### config.mk
export PLATFORM = sky130hd
export DESIGN_NAME = alu_rf_sequencer
export DESIGN_NICKNAME = d
export VERILOG_FILES = /design/src/rtl/alu_rf_sequencer_pkg.sv /design/src/rtl/alu_seq_fsm.sv /design/src/rtl/alu_rf_sequencer.sv
export SDC_FILE = /design/constraint.sdc
export NUM_CORES = 1
export LEC_CHECK = 0
export ABC_AREA = 1
export CORE_MARGIN = 1
export CORE_UTILIZATION = 42
export CTS_CLUSTER_SIZE = 14
export DETAILED_ROUTE_END_ITERATION = 10
export HOLD_SLACK_MARGIN = 0.02
export PLACE_DENSITY = 0.71
export SLEW_MARGIN = 20
export SYNTH_ARGS = -nofsm -noshare
export SYNTH_HDL_FRONTEND = slang
export SYNTH_SLANG_ARGS = --single-unit
### constraint.sdc
create_clock -name clk -period 1.2 [get_ports clk]
set_input_delay 0.18 -clock clk [delete_from_list [all_inputs] [get_ports clk]]
set_output_delay 0.18 -clock clk [all_outputs]
set_load 0.03 [all_outputs]
### src/rtl/alu_rf_sequencer_pkg.sv
// Shared constants and types for the ALU / register-file command sequencer.
package alu_rf_sequencer_pkg;

  localparam int unsigned SEQ_XLEN = 32;
  localparam int unsigned SEQ_OPW  = 5;

  localparam int unsigned OP_ADD = 0;
  localparam int unsigned OP_SUB = 1;
  localparam int unsigned OP_XOR = 2;
  localparam int unsigned OP_OR  = 3;
  localparam int unsigned OP_AND = 4;
  localparam int unsigned OP_SRA = 5;
  localparam int unsigned OP_SRL = 6;
  localparam int unsigned OP_SLL = 7;
  localparam int unsigned OP_LTS = 8;
  localparam int unsigned OP_LTU = 9;
  localparam int unsigned OP_GES = 10;
  localparam int unsigned OP_GEU = 11;
  localparam int unsigned OP_EQ  = 12;
  localparam int unsigned OP_NE  = 13;

  // Opcodes at or above this value are rejected with rsp_err.
  localparam int unsigned OP_ILLEGAL_MIN = 14;

  typedef enum logic [2:0] {
    S_IDLE = 3'd0,
    S_READ = 3'd1,
    S_EXEC = 3'd2,
    S_WB   = 3'd3,
    S_RESP = 3'd4
  } state_e;

  typedef struct packed {
    logic [4:0] rs1;
    logic [4:0] rs2;
    logic [4:0] rd;
    logic       wb;
  } cmd_fields_t;

endpackage

### src/rtl/alu_seq_fsm.sv
// Sequencer control FSM: state register plus next-state decode (next state exported
// so the datapath can register its outputs to line up with the state).
module alu_seq_fsm
  import alu_rf_sequencer_pkg::*;
(
  input  logic   clk,
  input  logic   rst,
  input  logic   accept_i,
  input  logic   illegal_i,
  input  logic   rsp_done_i,
  output state_e state_o,
  output state_e next_o
);

  state_e state_q;
  state_e state_d;

  always_comb begin
    state_d = state_q;
    case (state_q)
      S_IDLE:  if (accept_i) state_d = illegal_i ? S_RESP : S_READ;
      S_READ:  state_d = S_EXEC;
      S_EXEC:  state_d = S_WB;
      S_WB:    state_d = S_RESP;
      S_RESP:  if (rsp_done_i) state_d = S_IDLE;
      default: state_d = S_IDLE;
    endcase
  end

  always_ff @(posedge clk) begin
    if (rst) state_q <= S_IDLE;
    else     state_q <= state_d;
  end

  assign state_o = state_q;
  assign next_o  = state_d;

endmodule

### src/rtl/alu_rf_sequencer.sv
// Sequences one command at a time through RF read, ALU execute, RF writeback and response.
// Optional ALU_SEQ_PERF_CNT_EN adds perf_cnt, a count of completed legal responses.
module alu_rf_sequencer
  import alu_rf_sequencer_pkg::*;
#(
  parameter int unsigned XLEN = SEQ_XLEN,
  parameter int unsigned OPW  = SEQ_OPW
) (
  input  logic            clk,
  input  logic            rst,
  input  logic            cmd_valid,
  output logic            cmd_ready,
  input  logic [OPW-1:0]  cmd_op,
  input  logic [4:0]      cmd_rs1,
  input  logic [4:0]      cmd_rs2,
  input  logic [4:0]      cmd_rd,
  input  logic            cmd_wb,
  output logic [4:0]      rf_a1,
  output logic [4:0]      rf_a2,
  output logic [4:0]      rf_a3,
  output logic            rf_we3,
  output logic [XLEN-1:0] rf_wd3,
  input  logic [XLEN-1:0] rf_rd1,
  input  logic [XLEN-1:0] rf_rd2,
  output logic [XLEN-1:0] alu_a,
  output logic [XLEN-1:0] alu_b,
  output logic [OPW-1:0]  alu_op,
  input  logic [XLEN-1:0] alu_result,
  input  logic            alu_flag,
  output logic            rsp_valid,
  input  logic            rsp_ready,
  output logic [XLEN-1:0] rsp_result,
  output logic            rsp_flag,
  output logic            rsp_err
`ifdef ALU_SEQ_PERF_CNT_EN
  ,
  output logic [31:0]     perf_cnt
`endif
);

  state_e      state_q;
  state_e      state_d;
  logic        accept;
  logic        illegal;
  logic        rsp_done;

  cmd_fields_t cmd_q, cmd_d;
  logic [OPW-1:0]  op_q, op_d;
  logic [XLEN-1:0] opa_q, opa_d, opb_q, opb_d, res_q, res_d;
  logic            flag_q, flag_d, err_q, err_d;

  logic            cmd_ready_q, rf_we3_q, rsp_valid_q, rsp_flag_q, rsp_err_q;
  logic [4:0]      rf_a1_q, rf_a2_q, rf_a3_q;
  logic [XLEN-1:0] rf_wd3_q, alu_a_q, alu_b_q, rsp_result_q;
  logic [OPW-1:0]  alu_op_q;

  assign accept   = cmd_valid && cmd_ready_q;
  assign illegal  = 32'(cmd_op) >= OP_ILLEGAL_MIN;
  assign rsp_done = rsp_valid_q && rsp_ready;

  alu_seq_fsm u_fsm (
    .clk        (clk),
    .rst        (rst),
    .accept_i   (accept),
    .illegal_i  (illegal),
    .rsp_done_i (rsp_done),
    .state_o    (state_q),
    .next_o     (state_d)
  );

  // Datapath next values: command latch, operand capture, result capture.
  always_comb begin
    cmd_d  = cmd_q;
    op_d   = op_q;
    opa_d  = opa_q;
    opb_d  = opb_q;
    res_d  = res_q;
    flag_d = flag_q;
    err_d  = err_q;
    if (accept) begin
      cmd_d  = '{rs1: cmd_rs1, rs2: cmd_rs2, rd: cmd_rd, wb: cmd_wb};
      op_d   = cmd_op;
      res_d  = '0;
      flag_d = 1'b0;
      err_d  = illegal;
    end
    if (state_q == S_READ) begin
      opa_d = rf_rd1;
      opb_d = rf_rd2;
    end
    if (state_q == S_EXEC) begin
      res_d  = alu_result;
      flag_d = alu_flag;
    end
  end

  // Outputs are registered from the next state so each is valid exactly in its phase.
  always_ff @(posedge clk) begin
    if (rst) begin
      cmd_q        <= '0;
      op_q         <= '0;
      opa_q        <= '0;
      opb_q        <= '0;
      res_q        <= '0;
      flag_q       <= 1'b0;
      err_q        <= 1'b0;
      cmd_ready_q  <= 1'b0;
      rf_a1_q      <= '0;
      rf_a2_q      <= '0;
      rf_a3_q      <= '0;
      rf_we3_q     <= 1'b0;
      rf_wd3_q     <= '0;
      alu_a_q      <= '0;
      alu_b_q      <= '0;
      alu_op_q     <= '0;
      rsp_valid_q  <= 1'b0;
      rsp_result_q <= '0;
      rsp_flag_q   <= 1'b0;
      rsp_err_q    <= 1'b0;
    end else begin
      cmd_q        <= cmd_d;
      op_q         <= op_d;
      opa_q        <= opa_d;
      opb_q        <= opb_d;
      res_q        <= res_d;
      flag_q       <= flag_d;
      err_q        <= err_d;
      cmd_ready_q  <= (state_d == S_IDLE);
      rf_a1_q      <= (state_d == S_READ) ? cmd_d.rs1 : 5'd0;
      rf_a2_q      <= (state_d == S_READ) ? cmd_d.rs2 : 5'd0;
      alu_a_q      <= (state_d == S_EXEC) ? opa_d : '0;
      alu_b_q      <= (state_d == S_EXEC) ? opb_d : '0;
      alu_op_q     <= (state_d == S_EXEC) ? op_d : '0;
      rf_a3_q      <= (state_d == S_WB) ? cmd_d.rd : 5'd0;
      rf_wd3_q     <= (state_d == S_WB) ? res_d : '0;
      rf_we3_q     <= (state_d == S_WB) && cmd_d.wb && (cmd_d.rd != 5'd0);
      rsp_valid_q  <= (state_d == S_RESP);
      rsp_result_q <= (state_d == S_RESP) ? res_d : '0;
      rsp_flag_q   <= (state_d == S_RESP) && flag_d;
      rsp_err_q    <= (state_d == S_RESP) && err_d;
    end
  end

  assign cmd_ready  = cmd_ready_q;
  assign rf_a1      = rf_a1_q;
  assign rf_a2      = rf_a2_q;
  assign rf_a3      = rf_a3_q;
  assign rf_we3     = rf_we3_q;
  assign rf_wd3     = rf_wd3_q;
  assign alu_a      = alu_a_q;
  assign alu_b      = alu_b_q;
  assign alu_op     = alu_op_q;
  assign rsp_valid  = rsp_valid_q;
  assign rsp_result = rsp_result_q;
  assign rsp_flag   = rsp_flag_q;
  assign rsp_err    = rsp_err_q;

`ifdef ALU_SEQ_PERF_CNT_EN
  logic [31:0] perf_cnt_q;

  always_ff @(posedge clk) begin
    if (rst)                       perf_cnt_q <= 32'd0;
    else if (rsp_done && !rsp_err_q) perf_cnt_q <= perf_cnt_q + 32'd1;
  end

  assign perf_cnt = perf_cnt_q;
`endif

endmodule
==> flow_summary.json, run 1 <==
{
  "routedWlPerCell_microns": 16.2,
  "final.setup_skew_ps": 11.2,
  "timing.final.crit_share": 1.21,
  "seqPwrFrac": 0.444,
  "cellPowerDensity_mw_per_mm2": 1420,
  "final_cell_area_sq_mm": 0.0152,
  "power.clock.fraction": 0.423,
  "rr_startpoint": "u_fsm.state_o[0]$_SDFF_PP0_",
  "setup_viol": 243,
  "clock_sink_count": 275,
  "hold_path.class": "in -> reg",
  "pre_cts_slack_ps": -350,
  "cts.root.buffer_cell": "sky130_fd_sc_hd__clkbuf_16",
  "globalRouteTotalUtil": 0.209,
  "whs_path_depth": 3,
  "r2r_setup_slack_ps": -260,
  "vdd_ir_drop_max_mv": 1.21,
  "ys_seq_area_frac": 0.598,
  "worst_setup_path_start_kind": "register",
  "global_route_wire_length_before_repair_microns": 37300,
  "relSlewSlack": 0.655,
  "cts_tree": "yes",
  "fin_tns_setup_ps": -35360,
  "postCtsHoldBufs": 0,
  "antenna_violating_nets_post_route": 0,
  "timing.final.ws_setup_ps": -257,
  "crit_arrival_ps": 1900,
  "leak_nw": 6.53,
  "hold_start": "rst",
  "timing_worst_slew_pin_value_ps": 518,
  "ys_ff_latch": 275,
  "achievable-frequency_ghz": 0.686,
  "portBuffers": 274,
  "floorplan.initialDensity": 0.433,
  "worstSkewPairLatency_ps": 530,
  "final_nets": 1479,
  "critPathRequiredTime_ps": 1640,
  "fin_hold_ws_ps": 165,
  "floorplan.rows": 53,
  "insertedDiodeCount": 0,
  "design.core.area_sq_mm": 0.0212,
  "die_height_microns": 150,
  "floorplan.die.width_microns": 150,
  "count_of_fill_cells_added_during_filler_insertion": 1433,
  "clock_tree.htree_level_count": 1,
  "finalWeightedCongestion": 0.786,
  "path_max_fanout": 16,
  "cts_buffers": 29,
  "p_comb_frac": 0.132,
  "dpl_cell_area_sq_mm": 0.0128,
  "timing.final.max_slew_violations": 0,
  "drv_cap": 0,
  "dp_hpwl_microns": 15100,
  "global_route_overflow": 0,
  "top_level_ports": 275,
  "synth.net_count": 1162,
  "initial_antenna_violation_count": 0,
  "worst_r2r_path_depth": 9,
  "worst-setup-path-type": "reg -> reg",
  "timing.critical_path.to_type": "register",
  "synthDistinctLibCells": 23,
  "sw_frac_of_total": 0.240,
  "net-switching-power_mw": 5.17,
  "min_period_ps": 1460,
  "worstHoldEndpoint": "res_q[21]$_SDFF_PP0_",
  "rr_endpoint": "rsp_result[21]$_SDFF_PP0_",
  "synthCells": 1040,
  "power_report.internal_total_mw": 16.4,
  "final_layout_size_suffix_gt1_frac": 0.450,
  "grt_max_degree": 96,
  "postSynthAreaPerCell_sq_um": 8.85,
  "status": "complete, but fails checks",
  "clkTransAtPathRegs_ps": 60,
  "timing_hold_violations_final": 0,
  "area_of_the_die_sq_mm": 0.0225,
  "clockBufferDepth": 3,
  "finalWirelength_microns": 26800,
  "syn-cell-area_sq_mm": 0.00920,
  "grt_pass1_vias": 7550,
  "synthToLayoutAreaGrowth_pct": 65.3,
  "failed_checks": "negative setup slack",
  "dr.pass1.iters": 4,
  "post-route-drc-count": 0,
  "route.vias.total": 7658,
  "drt_first_iter_violations": 215,
  "post_drt_via_cell_ratio": 4.63,
  "yosysWarnings": 0,
  "finalCoreUtilization": 0.717,
  "rsz0062_at_grt": "true"
}
==> synthesized netlist by cell type (all sizes together) <==
cell type / number / area (sq um)
a21oi: 1 / 5.00
buf: 37 / 300
clkbuf: 19 / 71.3
dfxtp: 275 / 5510
inv: 117 / 439
mux2i: 14 / 140
nand2: 124 / 490
nand3: 39 / 195
nand4: 1 / 12.5
nor2: 278 / 1060
o21ai: 70 / 572
or2: 65 / 407
==> power groups by stage <==
stage	registers, mW	clock network, mW	logic, mW
after floorplan	9.85	0	1.12
after global placement	9.75	0	2.20
after detailed placement	9.76	0	2.22
after CTS	9.56	9.21	2.47
after global routing	9.61	9.64	3.06
final	9.58	9.13	2.85
==> metrics by stage <==
stage,std cells,total power [mW]
2_1_floorplan,1040,11.0
3_3_place_gp,1580,11.9
3_5_place_dp,1580,12.0
4_1_cts,1648,21.2
5_1_grt,1654,22.3
6_report,1654,21.6
==> registers in the layout, summed over array words and instances (netlist names) <==
name	count
rsp_valid	1
rf_a1	5
rf_a2	5
cmd_ready	1
rsp_result	32
err_q	1
op_q	5
res_q	32
cmd_q	16
rf_a3	5
flag_q	1
rsp_err	1
u_fsm.state_o	3
alu_a	32
opa_q	32
rsp_flag	1
alu_op	5
alu_b	32
opb_q	32
rf_we3	1
rf_wd3	32
==> logic make-up (layout without fill, tap and decap cells) <==
group	after synthesis	count (layout)	synth area share
DFF	275	275	0.598
AOI/OAI and AO/OA	71	71	0.0627
muxes	14	14	0.0152
and+or+nand+nor	507	508	0.235
buffers and inverters	173	511	0.0881
==> worst max-delay path, stage by stage, from the launching register on <==
cell	delay (ps)
sky130_fd_sc_hd__dfxtp_4	350
sky130_fd_sc_hd__buf_6	120
sky130_fd_sc_hd__nor2_4	140
sky130_fd_sc_hd__nand2_1	70
sky130_fd_sc_hd__nor2_1	80
sky130_fd_sc_hd__nand2_1	90
sky130_fd_sc_hd__nand2_2	110
sky130_fd_sc_hd__nand2_4	70
sky130_fd_sc_hd__buf_12	160
sky130_fd_sc_hd__nor2_1	180
==> layer usage <==
metal,up-vias,track usage,routed length (microns)
met2,230,0.382,14000
met1,3601,0.228,10000
li1,3777,-,-
met3,50,0.0655,2060
met4,0,0.0657,770
met5,-,0,0
==> final cells by class <==
cell class              instances  area [sq um]  share of cell area
clock inverters                 8          71.3             0.00469
repair buffers                341          4080               0.269
well taps                     275           344              0.0226
multi-input cells             593          3680               0.242
flip-flops and latches        275          5620               0.370
clock buffers                  45           936              0.0616
inverters                     117           467              0.0307
==> cell usage in the layout (no fill, tap or decap), types with 3 or more instances in the layout <==
master and count:
sky130_fd_sc_hd__nor2_1 249, sky130_fd_sc_hd__dfxtp_1 188, sky130_fd_sc_hd__clkdlybuf4s50_1 120, sky130_fd_sc_hd__dfxtp_2 85, sky130_fd_sc_hd__buf_6 85, sky130_fd_sc_hd__buf_4 68
sky130_fd_sc_hd__nand2_1 66, sky130_fd_sc_hd__inv_1 65, sky130_fd_sc_hd__o21ai_2 62, sky130_fd_sc_hd__buf_12 55, sky130_fd_sc_hd__inv_2 49, sky130_fd_sc_hd__or2_1 45
sky130_fd_sc_hd__clkbuf_16 37, sky130_fd_sc_hd__nand2_2 28, sky130_fd_sc_hd__nand2_4 26, sky130_fd_sc_hd__nand3_2 23, sky130_fd_sc_hd__nor2_2 20, sky130_fd_sc_hd__or2_4 16
sky130_fd_sc_hd__clkbuf_8 15, sky130_fd_sc_hd__mux2i_1 10, sky130_fd_sc_hd__nand3_4 10, sky130_fd_sc_hd__nor2_4 9, sky130_fd_sc_hd__nand3_1 6, sky130_fd_sc_hd__clkinv_2 6
sky130_fd_sc_hd__nand2_8 4, sky130_fd_sc_hd__o21ai_1 4, sky130_fd_sc_hd__o21ai_4 3, sky130_fd_sc_hd__mux2i_4 3, sky130_fd_sc_hd__or2_0 3, sky130_fd_sc_hd__buf_16 3
==> worst max-delay path by stage <==
| stage | startpoint | to | slack (ps) | cells past startpoint |
|---|---|---|---|---|
| floorplan | u_fsm.state_o[0]$_SDFF_PP0_ | alu_b[6]$_SDFF_PP0_ | -30 | 8 |
| global placement | cmd_valid | rf_we3$_SDFF_PP0_ | -330 | 7 |
| detailed placement | cmd_valid | rf_a1[2]$_SDFF_PP0_ | -350 | 6 |
| CTS | u_fsm.state_o[0]$_SDFF_PP0_ | opa_q[31]$_SDFF_PP0_ | -190 | 7 |
| global route | u_fsm.state_o[0]$_SDFF_PP0_ | rsp_result[21]$_SDFF_PP0_ | -360 | 9 |
| finish | u_fsm.state_o[0]$_SDFF_PP0_ | rsp_result[21]$_SDFF_PP0_ | -260 | 9 |
==> timing repair <==
item / in CTS / in global routing
setup endpoints to repair: 363 / 361
gates resized for setup: 708 / 371
gates cloned: 6 / 9
pin swaps: 24 / 48
setup buffers: 9 / 4
Power figures use the tool's default switching activity.
==> run 2: changes to the inputs <==
Settings changed: ABC_AREA 1 to not set, CORE_UTILIZATION 42 to 37, PLACE_DENSITY 0.71 to 0.74.
==> run 2 against run 1 <==
  * The run still ends with negative setup slack left
  * Critical endpoint is now rsp_result[11]$_SDFF_PP0_
  * First-iteration DRC count is 24% lower
  * Wire length fell by 27%
  * Global-route usage shrank 1.0 points
  * Clock skew is 2.9 ps lower
  * Design area fell by 26%
  * Final cell count fell by 30%
==> flow_summary.json, run 2 <==
{
  "status": "complete, but fails checks",
  "failed_checks": "negative setup slack",
  "drt_first_iter_violations": 164,
  "synthDistinctLibCells": 27,
  "critPathRequiredTime_ps": 1570,
  "relSlewSlack": 0.786,
  "yosysWarnings": 0,
  "simple_gate_fraction_of_synth_area": 0.239,
  "adder_cell_share_of_the_synthesized_area": 0,
  "design.core.area_sq_mm": 0.0168,
  "floorplan.initialDensity": 0.383,
  "rsz0062_at_grt": "true",
  "route.vias.total": 5292,
  "sw_frac_of_total": 0.231,
  "area_leader_netlist": "sky130_fd_sc_hd__dfxtp_1",
  "power_report.internal_total_mw": 11.8,
  "timing_hold_violations_final": 0,
  "clockBufferDepth": 3,
  "share_of_the_synthesized_area_in_compound_gates_ao_oa_aoi_oai": 0.0339,
  "clock_tree.htree_level_count": 1,
  "global_route_overflow": 0,
  "setup_viol": 185,
  "cts.root.buffer_cell": "sky130_fd_sc_hd__clkbuf_16",
  "dp_cells": 1093,
  "dr.pass1.iters": 4,
  "initial_antenna_violation_count": 1,
  "crit_path_cell_trace": "or3b_4, clkbuf_16, nand3_1, a21oi_2, and2_1",
  "worst_path_max_delay_cell": "sky130_fd_sc_hd__or3b_4",
  "finalWirelength_microns": 19700,
  "ys_ff_latch": 211,
  "net-switching-power_mw": 3.54,
  "p_comb_frac": 0.132,
  "drv_cap": 0,
  "grt_pass1_vias": 5238,
  "die_height_microns": 134,
  "cts_tree": "yes",
  "post_drt_via_cell_ratio": 4.57,
  "finalWeightedCongestion": 0.816,
  "syn-cell-area_sq_mm": 0.00642,
  "portBuffers": 274,
  "final_layout_size_suffix_gt1_frac": 0.450,
  "final_common_cell": "sky130_fd_sc_hd__dfxtp_1",
  "dpl_cell_area_sq_mm": 0.0101,
  "final_nets": 1047,
  "synthMostInstantiatedCell": "sky130_fd_sc_hd__dfxtp_1",
  "floorplan.rows": 47,
  "critical_path.max_stage_delay_ps": 440,
  "cellPowerDensity_mw_per_mm2": 1360,
  "post_layout_nonfiller_instances": 1157,
  "top_level_ports": 275,
  "globalRouteTotalUtil": 0.199,
  "postCtsHoldBufs": 0,
  "timing.final.max_slew_violations": 0,
  "final.setup_skew_ps": 8.31,
  "clock_sink_count": 211,
  "timing.final.crit_share": 1.21,
  "grt_max_degree": 50,
  "critical-path-top-delay-family": "simple AND/OR/NAND/NOR gates",
  "timing.final.ws_setup_ps": -256,
  "synth.net_count": 701,
  "count_of_fill_cells_added_during_filler_insertion": 1270,
  "routedWlPerCell_microns": 17.0,
  "worst-setup-path-type": "reg -> reg",
  "fin_tns_setup_ps": -22160,
  "seqPwrFrac": 0.473,
  "area_of_the_die_sq_mm": 0.0179,
  "vdd_ir_drop_max_mv": 0.976,
  "cts_buffers": 21,
  "antenna_violating_nets_post_route": 0,
  "crit_arrival_ps": 1830,
  "ys_seq_area_frac": 0.657,
  "final_cell_mix": "204 x sky130_fd_sc_hd__dfxtp_1, 120 x sky130_fd_sc_hd__clkdlybuf4s50_1, 97 x sky130_fd_sc_hd__and2_1, 79 x sky130_fd_sc_hd__buf_4, 71 x sky130_fd_sc_hd__buf_2",
  "achievable-frequency_ghz": 0.687,
  "timing.critical_path.to_type": "register",
  "ys_async_sr_fraction": 0,
  "synthToLayoutAreaGrowth_pct": 75.9,
  "global_route_wire_length_before_repair_microns": 27900,
  "worstSkewPairLatency_ps": 480,
  "clkTransAtPathRegs_ps": 60,
  "dp_hpwl_microns": 12700,
  "cp_num_buf_inv": 1,
  "leak_nw": 4.67,
  "portion_of_netlist_area_occupied_by_mux_cells": 0.0312,
  "final_cell_area_sq_mm": 0.0113,
  "yosys.area_share.xor_xnor": 0,
  "hold_path.class": "in -> reg",
  "combinational_family_with_the_most_area_after_synthesis": "simple AND/OR/NAND/NOR gates",
  "floorplan.die.width_microns": 134,
  "post_synth_most_frequent_cells": "211 x sky130_fd_sc_hd__dfxtp_1, 101 x sky130_fd_sc_hd__and2_1, 38 x sky130_fd_sc_hd__nand2_1",
  "post-route-drc-count": 0,
  "worst_setup_path_start_kind": "register",
  "synth-edff-count": 0,
  "synthCells": 579,
  "timing_worst_slew_pin_value_ps": 321,
  "postSynthAreaPerCell_sq_um": 11.1,
  "min_period_ps": 1460,
  "power.clock.fraction": 0.395,
  "postSynth.topFlopCell": "sky130_fd_sc_hd__dfxtp_1",
  "overall_power_after_layout_mw": 15.3,
  "synth_largest_type_area_fraction": 0.657,
  "insertedDiodeCount": 0,
  "path_max_fanout": 15,
  "leading_post_synthesis_cells_by_cell_area": "sky130_fd_sc_hd__dfxtp_1 66%, sky130_fd_sc_hd__and2_1 9.8%, sky130_fd_sc_hd__nor3_2 4.5%"
}
## run 2: cell types whose count changed after synthesis, moves of 17 or more
cell and delta:
sky130_fd_sc_hd__or2_0 -17, sky130_fd_sc_hd__a21oi_1 +34, sky130_fd_sc_hd__nand2_1 -80, sky130_fd_sc_hd__or2_1 -33, sky130_fd_sc_hd__dfxtp_1 -64, sky130_fd_sc_hd__o21ai_2 -58
sky130_fd_sc_hd__inv_1 -111, sky130_fd_sc_hd__nor3_1 +21, sky130_fd_sc_hd__nor2_1 -242, sky130_fd_sc_hd__nor3_2 +29, sky130_fd_sc_hd__and2_1 +101
## run 2: final cells by class
type	count	area [sq um]	area share
clock inverter	2	10.0	0.000886
sequential	211	4240	0.375
multi-input combinational	326	2520	0.223
tap	220	275	0.0244
timing repair buffer	365	3640	0.322
clock buffer	33	621	0.0549
## run 2: kinds of logic (layout without fill, tap and decap cells)
family / after synthesis / after routing
AOI/OAI and AO/OA: 41 / 41
muxes: 20 / 20
DFF: 211 / 211
buffers and inverters: 42 / 400
and+or+nand+nor: 265 / 265
## run 2: per-stage QoR
stage / worst slack [ps] / util / hold slack (ps)
final: -256 / 0.674 / 182
after global placement: -430 / 0.604 / 442
after CTS: -217 / 0.629 / 152
after detailed placement: -447 / 0.604 / 448
after floorplan: -207 / - / 302
after global routing: -301 / 0.674 / 196
## run 2: worst paths after layout
check / start / end / cells past startpoint / slack, ps
max: u_fsm.state_o[0]$_SDFF_PP0_ / rsp_result[11]$_SDFF_PP0_ / 5 / -260
min: rst / u_fsm.state_o[1]$_SDFF_PP0_ / 3 / 180
max reg2reg: u_fsm.state_o[0]$_SDFF_PP0_ / rsp_result[11]$_SDFF_PP0_ / 5 / -260
min reg2reg: res_q[20]$_SDFF_PP0_ / res_q[20]$_SDFF_PP0_ / 2 / 450
## run 2: timing repair
item,4_1_cts,5_1_grt
gates cloned,3,6
resized for setup,556,149
pin swaps,5,20
setup endpoints to repair,281,224
buffers inserted,9,11
## run 2: worst reg2reg max path: stages, from the launching register on
cell                        delay (ps)
sky130_fd_sc_hd__dfxtp_4           360
sky130_fd_sc_hd__or3b_4            440
sky130_fd_sc_hd__clkbuf_16         210
sky130_fd_sc_hd__nand3_1           110
sky130_fd_sc_hd__a21oi_2            70
sky130_fd_sc_hd__and2_1            160
## run 2: routing by layer
layer  wire, microns  part of all wire  track usage
met5              13           0.00066            0
met1            7410              0.38        0.227
met3            2210              0.11       0.0903
met4             294             0.015       0.0379
met2            9760              0.50        0.343
## run 2: power groups by stage
stage,clock network [mW],registers [mW],logic [mW]
2_1_floorplan,0,7.51,0.619
3_3_place_gp,0,7.39,1.62
3_5_place_dp,0,7.39,1.64
4_1_cts,6.22,7.24,1.70
5_1_grt,6.52,7.26,2.15
6_report,6.05,7.25,2.02
